## src/rtl/hovalaag_in_queue.sv

```systemverilog
// Dual-channel show-ahead input queue feeding the Hovalaag core IN1/IN2; zero-latency head, sticky underflow.
// Optional HOVALAAG_INQ_HOLD_EN: an empty channel presents its last popped word instead of 0.
module hovalaag_in_queue #(
  parameter int DEPTH  = 16,
  parameter int ADDR_W = 4,
  parameter int WIDTH  = 12
) (
  input  logic              clk,
  input  logic              rst_n,
  input  logic [WIDTH-1:0]  wr_data,
  input  logic              wr_sel,
  input  logic              wr_valid,
  output logic              wr_ready,
  output logic [WIDTH-1:0]  IN1,
  input  logic              IN1_adv,
  output logic [WIDTH-1:0]  IN2,
  input  logic              IN2_adv,
  output logic [ADDR_W:0]   count1,
  output logic [ADDR_W:0]   count2,
  output logic              underflow1,
  output logic              underflow2,
  input  logic              clr_err
);

  localparam logic [ADDR_W:0] DEPTH_C = (ADDR_W+1)'(DEPTH);

  logic [WIDTH-1:0]  mem_q [2][DEPTH];
  logic [ADDR_W-1:0] wr_ptr_q [2];
  logic [ADDR_W-1:0] wr_ptr_d [2];
  logic [ADDR_W-1:0] rd_ptr_q [2];
  logic [ADDR_W-1:0] rd_ptr_d [2];
  logic [ADDR_W:0]   count_q  [2];
  logic [ADDR_W:0]   count_d  [2];
  logic [1:0]        uflow_q, uflow_d;
  logic [1:0]        full, empty, push, pop, uflow_evt, adv;
  logic [WIDTH-1:0]  head   [2];
  logic [WIDTH-1:0]  in_val [2];
`ifdef HOVALAAG_INQ_HOLD_EN
  logic [WIDTH-1:0]  hold_q [2];
`endif

  assign adv = {IN2_adv, IN1_adv};

  always_comb begin
    for (int c = 0; c < 2; c++) begin
      full[c]      = (count_q[c] == DEPTH_C);
      empty[c]     = (count_q[c] == '0);
      push[c]      = wr_valid && (int'(wr_sel) == c) && !full[c];
      // A pop against an empty channel is an underflow even if a push lands this cycle.
      pop[c]       = adv[c] && !empty[c];
      uflow_evt[c] = adv[c] && empty[c];
      wr_ptr_d[c]  = push[c] ? wr_ptr_q[c] + ADDR_W'(1) : wr_ptr_q[c];
      rd_ptr_d[c]  = pop[c]  ? rd_ptr_q[c] + ADDR_W'(1) : rd_ptr_q[c];
      count_d[c]   = count_q[c];
      if (push[c] && !pop[c]) begin
        count_d[c] = count_q[c] + (ADDR_W+1)'(1);
      end else if (pop[c] && !push[c]) begin
        count_d[c] = count_q[c] - (ADDR_W+1)'(1);
      end
      uflow_d[c]   = (uflow_q[c] && !clr_err) || uflow_evt[c];
      head[c]      = mem_q[c][rd_ptr_q[c]];
`ifdef HOVALAAG_INQ_HOLD_EN
      in_val[c]    = empty[c] ? hold_q[c] : head[c];
`else
      in_val[c]    = empty[c] ? '0 : head[c];
`endif
    end
  end

  assign wr_ready   = !full[wr_sel];
  assign IN1        = in_val[0];
  assign IN2        = in_val[1];
  assign count1     = count_q[0];
  assign count2     = count_q[1];
  assign underflow1 = uflow_q[0];
  assign underflow2 = uflow_q[1];

  always_ff @(posedge clk or negedge rst_n) begin
    if (!rst_n) begin
      for (int c = 0; c < 2; c++) begin
        wr_ptr_q[c] <= '0;
        rd_ptr_q[c] <= '0;
        count_q[c]  <= '0;
`ifdef HOVALAAG_INQ_HOLD_EN
        hold_q[c]   <= '0;
`endif
      end
      uflow_q <= '0;
    end else begin
      for (int c = 0; c < 2; c++) begin
        wr_ptr_q[c] <= wr_ptr_d[c];
        rd_ptr_q[c] <= rd_ptr_d[c];
        count_q[c]  <= count_d[c];
`ifdef HOVALAAG_INQ_HOLD_EN
        if (pop[c]) hold_q[c] <= head[c];
`endif
      end
      uflow_q <= uflow_d;
    end
  end

  // Storage needs no reset: occupancy gates everything read from it.
  always_ff @(posedge clk) begin
    for (int c = 0; c < 2; c++) begin
      if (push[c]) mem_q[c][wr_ptr_q[c]] <= wr_data;
    end
  end

endmodule

```

## config.mk

```make
export PLATFORM = sky130hd
export DESIGN_NAME = hovalaag_in_queue
export DESIGN_NICKNAME = d
export VERILOG_FILES = /design/src/rtl/hovalaag_in_queue.sv
export SDC_FILE = /design/constraint.sdc
export NUM_CORES = 1
export LEC_CHECK = 0
export BUFFER_PORTS_ARGS = -buffer_cell sky130_fd_sc_hd__buf_2
export CAP_MARGIN = 20
export CORE_MARGIN = 8
export CORE_UTILIZATION = 60
export DETAILED_ROUTE_END_ITERATION = 10
export GPL_TIMING_DRIVEN = 1
export PLACE_DENSITY = 0.77
export REMOVE_ABC_BUFFERS = 1
export SETUP_SLACK_MARGIN = 0.5
export SLEW_MARGIN = 20
export SYNTH_ARGS = -nofsm -noshare
export SYNTH_HDL_FRONTEND = slang
export SYNTH_SLANG_ARGS = --single-unit
```

## constraint.sdc

```tcl
create_clock -name clk -period 7.5 [get_ports clk]
set_input_delay 0 -clock clk [delete_from_list [all_inputs] [get_ports clk]]
set_output_delay 0 -clock clk [all_outputs]
set_load 0.005 [all_outputs]
```

# Yosys cells after proc, flatten, opt, wreduce, memory -nomap -nowiden
# Memories as Yosys holds them, arrays and structs flattened.
# Index checks and enable logic that the tools add are counted.
[word_totals]
ff_bits = 28
latchBits = 0
mem_bits_rw = 384
rom_bits = 0
inputBits = 19
out_inout_bits = 37
word_cells = 88
n_memories = 1
[memory_table]
columns = ["name", "depth", "width", "read_ports", "rd_ports_with_merged_regs", "wr", "line", "rtl"]
rows = [
  ["mem_q", 2, 192, 2, 0, 1, "27", "logic [WIDTH-1:0] mem_q [2][DEPTH];"],
]
[op_classes]
addsub = 8
n_mul = 0
div_mod_pow = 0
order_cmp = 7
eq_ne = 2
shifts = 0
mux = 25
bitwise_logic = 5
n_reduce_logical = 33
[op_table]
columns = ["cell", "count"]
rows = [
  ["$mux W192", 4],
  ["$reduce_or A192 Y1", 1],
  ["$bmux W12 S4", 2],
  ["$demux W12 S4", 2],
  ["$mux W12", 8],
  ["$ge A5 B5 Y1 const B", 4],
  ["$mux W5", 4],
  ["$not A4 Y5", 4],
  ["$add A4 B1 Y4 const B", 4],
  ["$logic_and A1 B1 Y1", 16],
  ["$add A5 B1 Y5 const B", 2],
  ["$eq A5 B5 Y1 const B", 2],
  ["$logic_not A1 Y1", 10],
  ["$logic_not A5 Y1", 2],
  ["$lt A5 B1 Y1 const B", 2],
  ["$sub A5 B1 Y5 const B", 2],
  ["$mux W1", 5],
  ["$reduce_bool A2 Y1", 2],
  ["$logic_or A1 B1 Y1", 2],
  ["$lt A1 B2 Y1 const B", 1],
  ["$not A1 Y1", 1],
]

# Longest topological paths before layout
# Gate-level depths: netlist of run 1.
[depth]
word_depth = 8
ltp_mapped = 10
ltp_nobuf = 10

# Worst setup path before layout of run 1
# Ideal clock, no wire load.
[synth_timing]
path_kind = "register -> register"
start = "reg count_q, in the netlist count1[1]"
end = "reg count_q, in the netlist count1[4]"
setup_time_ns = 0.147
arrival_time_ns = 2.388
required_ns = 7.353
path_slack_ns = 4.965
path_stages_with_launch = 11
path_buffers = 0
synth_period_minus_slack_ns = 2.535
cell_sequence = "dfrtp_1 > nor4_2 > nand2b_1 > nand2_1 > ha_1 > inv_1 > ha_1 > nor2b_1 > o21a_1 > o2111ai_1 > o311ai_0"
[synth_between]
elab_chain_len = 6
elab_cells_between_ends = 15
cone_classes = "add/sub: 2; eq/ne: 1; mux: 2; reduce/logical: 10"
[synth_lines]
columns = ["element", "line", "rtl"]
rows = [
  ["from (decl)", "32", "logic [ADDR_W:0] count_q [2];"],
  ["from (signal, indexed assignment)", "93", "count_q[c] <= count_d[c];"],
  ["parallel branches: the longest is 6 deep, another holds $sub A5 B1 Y5", "-", ""],
]
# Several ways; the timed one is not identified. The select of a mux whose other input is x is not followed.
# A chain may end at the register's enable or synchronous reset.

# Worst setup path in the final report of run 1
[layout_timing]
start = "reg count_q, in the netlist count2[1]"
end = "reg count_q, in the netlist count2[4]"
# Same word-level chain as after synthesis.

==> results_dict.tcl, run 1 <==
set metrics [dict create \
    synth-main-ff-cell "edfxtp_1" \
    crit_family "simple AND/OR/NAND/NOR gates" \
    clock_skew_ns 0.01240 \
    area_growth_pct 12.12 \
    crit-reg2reg-launch "count2[1]$_DFFE_PN0P_" \
    p_per_area_nw_per_um2 362.9 \
    fp.dieH_um 182.3 \
    fin_total_pwr_mw 6.754 \
    dr.pass1.iters 5 \
    start_util 0.6041 \
    vias_per_cell 6.416 \
    hold_buffers 8 \
    syn_avg_cell_area_um2 20.41 \
    crit_buf_inv 1 \
    synth_cell_type_count 36 \
    yosysWarningCount 0 \
    fin_ws_ns 4.045 \
    hp-start "wr_data[2]" \
    htree_num_levels 2 \
    core_area_um2 27480 \
    first_iter_violations 959 \
    cts_buffers 39 \
    met2WireLength_um 16510 \
    post-route-period-util 0.4607 \
    hold_path_class "primary input to flop" \
    finalMaxSlewViolations 0 \
    cp_slowest_stage_delay_ns 0.47 \
    drv_cap 0 \
    p_leak_nw 6.288 \
    path_cells "nor4_2, nand2b_1, nand2_1, ha_1, inv_1, ha_1, nor2b_1, o21a_1, o21ai_0, o311ai_0" \
    nets 947 \
    grt_pass1_wl_um 50700 \
    post-place-ws_ns 4.041 \
    end_kind "flop" \
    synth_cells 813 \
    routedWlPerCell_um 26.09 \
    rr_endpoint "count2[4]$_DFFE_PN0P_" \
    cts_setup_buffers 0 \
    layout_common_cells "384 x edfxtp_1, 66 x mux4_2, 55 x buf_2" \
    crit_path_start "count2[1]$_DFFE_PN0P_" \
    clk_pin_slew_worst_paths_ns 0.06 \
    rsz0062_at_grt "no" \
    fmax_mhz 289.4 \
    cts.sinks 412 \
    relSlewSlack 0.2637 \
    track_usage 0.2026 \
    drive_above_1_share 0.2637 \
    setup_viol 0 \
    critPathKind "flop to flop" \
    routabilityCongestion 0.7894 \
    cts_tree "yes" \
    insertion_delay_ns 0.52 \
    startpoint_type "flop" \
    cpMostUsedCell "ha_1" \
    cp.required_ns 7.86 \
    grt-ovfl-total 0 \
    synthArstFlopShare 0.06796 \
    mostFrequentLayoutCell "edfxtp_1" \
    die_area_um2 33240 \
    routed.top_layer "met4" \
    min_period_ns 3.455 \
    peakVddDrop_mv 0.2784 \
    ctsResizeCount 0 \
    worst_hold_slack_ns 0.02045 \
    fp.dieW_um 182.3 \
    dp_hpwl_um 19240 \
    wl_met3_um 2525 \
    syn-cell-area_um2 16600 \
    slowest_stage "nand2b_1" \
    wl_um 33370 \
    tightest_slew_ns 1.096 \
    ys_ff_latch 412 \
    antenna_found_initial 0 \
    crit_path_end "count2[4]$_DFFE_PN0P_" \
    wl_met1_um 13520 \
    grt_pass1_vias 8465 \
    cts_root_buffer "clkbuf_16" \
    finalSetupTns_ns 0 \
    critPathMaxFanout 16 \
    hold_viol 0 \
    vias 8206 \
    insertedDiodeCount 0 \
    reg2reg_slack_ns 4.05 \
    crit_arrival_ns 3.82 \
    grt_max_degree 52 \
    remaining_drc_errors 0 \
    ant_nets 0 \
    status "finished, final reports clean" \
    rows 61 \
    synth_edf_count 384 \
    crit_cells 10 \
    pin_count 56 \
    clockBufferDepth 3 \
    portBuffers 55 \
    ys_seq_area_frac 0.7370 \
    r2r_cells 10 \
]
## state kept, by name, summed over array words and instances (netlist names)
signal / flops
mem_q: 384
uflow_q: 2
wr_ptr_q: 8
count2: 5
count1: 5
rd_ptr_q: 8
## per-layer routing
metal,GRT usage,up-vias
met5,0,-
met4,0.06264,0
met3,0.03380,66
met2,0.3294,382
met1,0.2806,4250
li1,-,3508
## through the flow
| stage | area, µm² | utilization | instances |
|---|---|---|---|
| 2_1_floorplan | 16350 | - | 771 |
| 3_3_place_gp | 17310 | 0.6301 | 1204 |
| 3_5_place_dp | 17330 | 0.6307 | 1204 |
| 4_1_cts | 18600 | 0.6768 | 1279 |
| 5_1_grt | 18610 | 0.6773 | 1279 |
| 6_report | 18610 | 0.6773 | 1279 |
## layout make-up
type / count / area, µm²
clock inverters: 17 / 127.6
multi-input cells: 341 / 4089
clock buffers: 50 / 1060
flip-flops and latches: 412 / 12240
well taps: 346 / 432.9
repair buffers: 95 / 595.6
inverters: 18 / 67.56
fillers: 1656 / 8867
## Yosys cell counts (15+ instances only)
library cell    n  share of area
a21oi_1        28         0.0084
nor2_1         24         0.0054
o21ai_1        20         0.0060
ha_1           19          0.014
inv_1          18         0.0041
buf_2          17         0.0051
mux2i_1        24          0.014
nand2_1        21         0.0047
mux4_1         30          0.047
dfrtp_1        28          0.042
mux2_2         26          0.018
xnor2_1        15         0.0079
mux4_2         66          0.090
edfxtp_1      384           0.69
## logic make-up after synthesis
group	count (synthesis)	share of synthesized area
AOI/OAI and AO/OA	75	0.02548
and+or+nand+nor	81	0.02322
DFF	412	0.7370
adders and majority gates	21	0.01674
muxes	146	0.1692
xor gates and xnor gates	18	0.009499
buffers and inverters	60	0.01892
## power breakdown
part	internal, mW	switching, mW	leakage [nW]	total, mW
clock	1.06	0.782	0.580	1.84
combinational	0.965	1.03	1.91	1.99
sequential	2.70	0.220	3.79	2.92
total	4.72	2.03	6.29	6.75
## how the worst min path moves through the flow
stage / slack, ns / endpoint / depth (start not counted)
after floorplan: -0.30 / count1[0]$_DFFE_PN0P_ / 0
after global placement: 0.05 / count1[0]$_DFFE_PN0P_ / 1
after detailed placement: 0.07 / count1[3]$_DFFE_PN0P_ / 1
after CTS: 0.02 / mem_q[0][286]$_DFFE_PP_ / 1
after global routing: 0.04 / mem_q[0][357]$_DFFE_PP_ / 1
final: 0.02 / mem_q[0][254]$_DFFE_PP_ / 1
Note: power is estimated with default switching activity, not from simulation.
==> inputs of run 2 (changes only) <==
clock period = 3.35 ns   (was 7.5 ns; I/O delays follow)
==> results_dict.tcl, run 2 (synthesis gave the netlist of run 1 again) <==
set metrics [dict create \
    cts_buffers 40 \
    remaining_drc_errors 0 \
    crit_path_start "count1[0]$_DFFE_PN0P_" \
    nets 965 \
    dp_hpwl_um 20530 \
    tightest_slew_ns 1.046 \
    cts_tree "yes" \
    routedWlPerCell_um 27.37 \
    relSlewSlack 0.3027 \
    hold_viol 0 \
    cp.required_ns 3.72 \
    mostFrequentLayoutCell "edfxtp_1" \
    rsz0062_at_grt "yes" \
    core_area_um2 27480 \
    end_kind "flop" \
    dr.pass1.iters 5 \
    crit-reg2reg-launch "count1[0]$_DFFE_PN0P_" \
    track_usage 0.2180 \
    routabilityCongestion 0.7903 \
    hold_end "mem_q[0][101]$_DFFE_PP_" \
    dp.cells 1217 \
    drive_above_1_share 0.2692 \
    crit_arrival_ns 3.13 \
    fp.dieW_um 182.3 \
    pin_count 56 \
    hp-start "wr_data[5]" \
    htree_num_levels 2 \
    finalSetupTns_ns 0 \
    rr_endpoint "count1[4]$_DFFE_PN0P_" \
    post-route-period-util 0.8248 \
    reg2reg_slack_ns 0.59 \
    critPathKind "flop to flop" \
    drv_cap 0 \
    startpoint_type "flop" \
    worst_hold_slack_ns 0.02396 \
    whs_path_depth 1 \
    rows 61 \
    grt_pass1_vias 8838 \
    largest_reg_flops 384 \
    vias 8400 \
    post-place-ws_ns 0.3867 \
    insertion_delay_ns 0.54 \
    fin_ws_ns 0.5869 \
    finalMaxSlewViolations 0 \
    fin_total_pwr_mw 15.47 \
    fmax_mhz 361.9 \
    grt_pass1_wl_um 54200 \
    start_util 0.6041 \
    vias_per_cell 6.476 \
    clk_pin_slew_worst_paths_ns 0.06 \
    grt-ovfl-total 0 \
    wl_um 35500 \
    clock_skew_ns 0.03284 \
    r2r_cells 10 \
    clockBufferDepth 3 \
    die_area_um2 33240 \
    hold_path_class "primary input to flop" \
    instances_no_fill 1297 \
    ant_nets 0 \
    antenna_found_initial 0 \
    first_iter_violations 1019 \
    grt_max_degree 33 \
    area_growth_pct 13.37 \
    layout_common_cells "384 x edfxtp_1, 66 x mux4_2, 55 x buf_2" \
    p_leak_nw 6.386 \
    cts.sinks 412 \
    insertedDiodeCount 0 \
    peakVddDrop_mv 0.5158 \
    cts_root_buffer "clkbuf_16" \
    setup_viol 0 \
    status "finished, final reports clean" \
    min_period_ns 2.763 \
    critPathMaxFanout 6 \
    p_per_area_nw_per_um2 822.4 \
    portBuffers 55 \
    fp.dieH_um 182.3 \
]
[run 2: cell types whose count changed in the layout (fill, tap and decap cells not counted), moves of 3 or more]
cell and delta:
clkinv_2 -4, nor2_2 -6, clkbuf_1 +3, dfrtp_4 +3
buf_12 +4, buf_4 +13, nor2_1 +6
[run 2: per-stage QoR]
stage            util  instance area [µm²]
2_1_floorplan       -                16350
3_3_place_gp   0.6346                17440
3_5_place_dp   0.6346                17440
4_1_cts        0.6835                18780
5_1_grt        0.6848                18820
6_report       0.6848                18820
[run 2: worst max path at each step]
stage | depth (start not counted) | to
after floorplan | 10 | count1[4]$_DFFE_PN0P_
after global placement | 9 | count1[4]$_DFFE_PN0P_
after detailed placement | 9 | count1[4]$_DFFE_PN0P_
after CTS | 9 | count1[4]$_DFFE_PN0P_
after global routing | 10 | count1[4]$_DFFE_PN0P_
final | 10 | count1[4]$_DFFE_PN0P_
[run 2: timing repair]
item                                    4_1_cts  5_1_grt
pin swaps                                     0        2
hold buffers                                  8        0
hold endpoints to repair                     44        0
resized for setup                             4        8
endpoints found under the setup margin       10       11
buffers inserted                              4        0
[run 2: worst max-delay path, stage by stage (launching register included)]
cell and delay (ns):
dfrtp_1 0.47, nor4_4 0.41, nand2b_1 0.12, nand2_1 0.17, ha_4 0.19, inv_1 0.11
ha_1 0.34, nor2b_1 0.17, o21a_1 0.21, o2111ai_1 0.25, o311ai_1 0.17
[run 2: metal layers]
metal,GRT usage,vias to the layer above,part of all wire
li1,-,3550,-
met1,0.2982,4306,0.38
met2,0.3552,461,0.49
met3,0.04176,83,0.097
met4,0.06592,0,0.027
met5,0,-,0
[run 2: cell type report]
cell class,count,area (µm²)
tap,346,432.9
timing repair buffer,112,773.2
fill,1658,8661
sequential,412,12250
clock buffer,53,1071
inverter,18,67.56
clock inverter,15,116.4
multi-input combinational,341,4109
[run 2: power by group]
part / switching, mW / internal, mW
logic: 2.29 / 2.32
registers: 0.643 / 6.05
clock network: 1.78 / 2.39
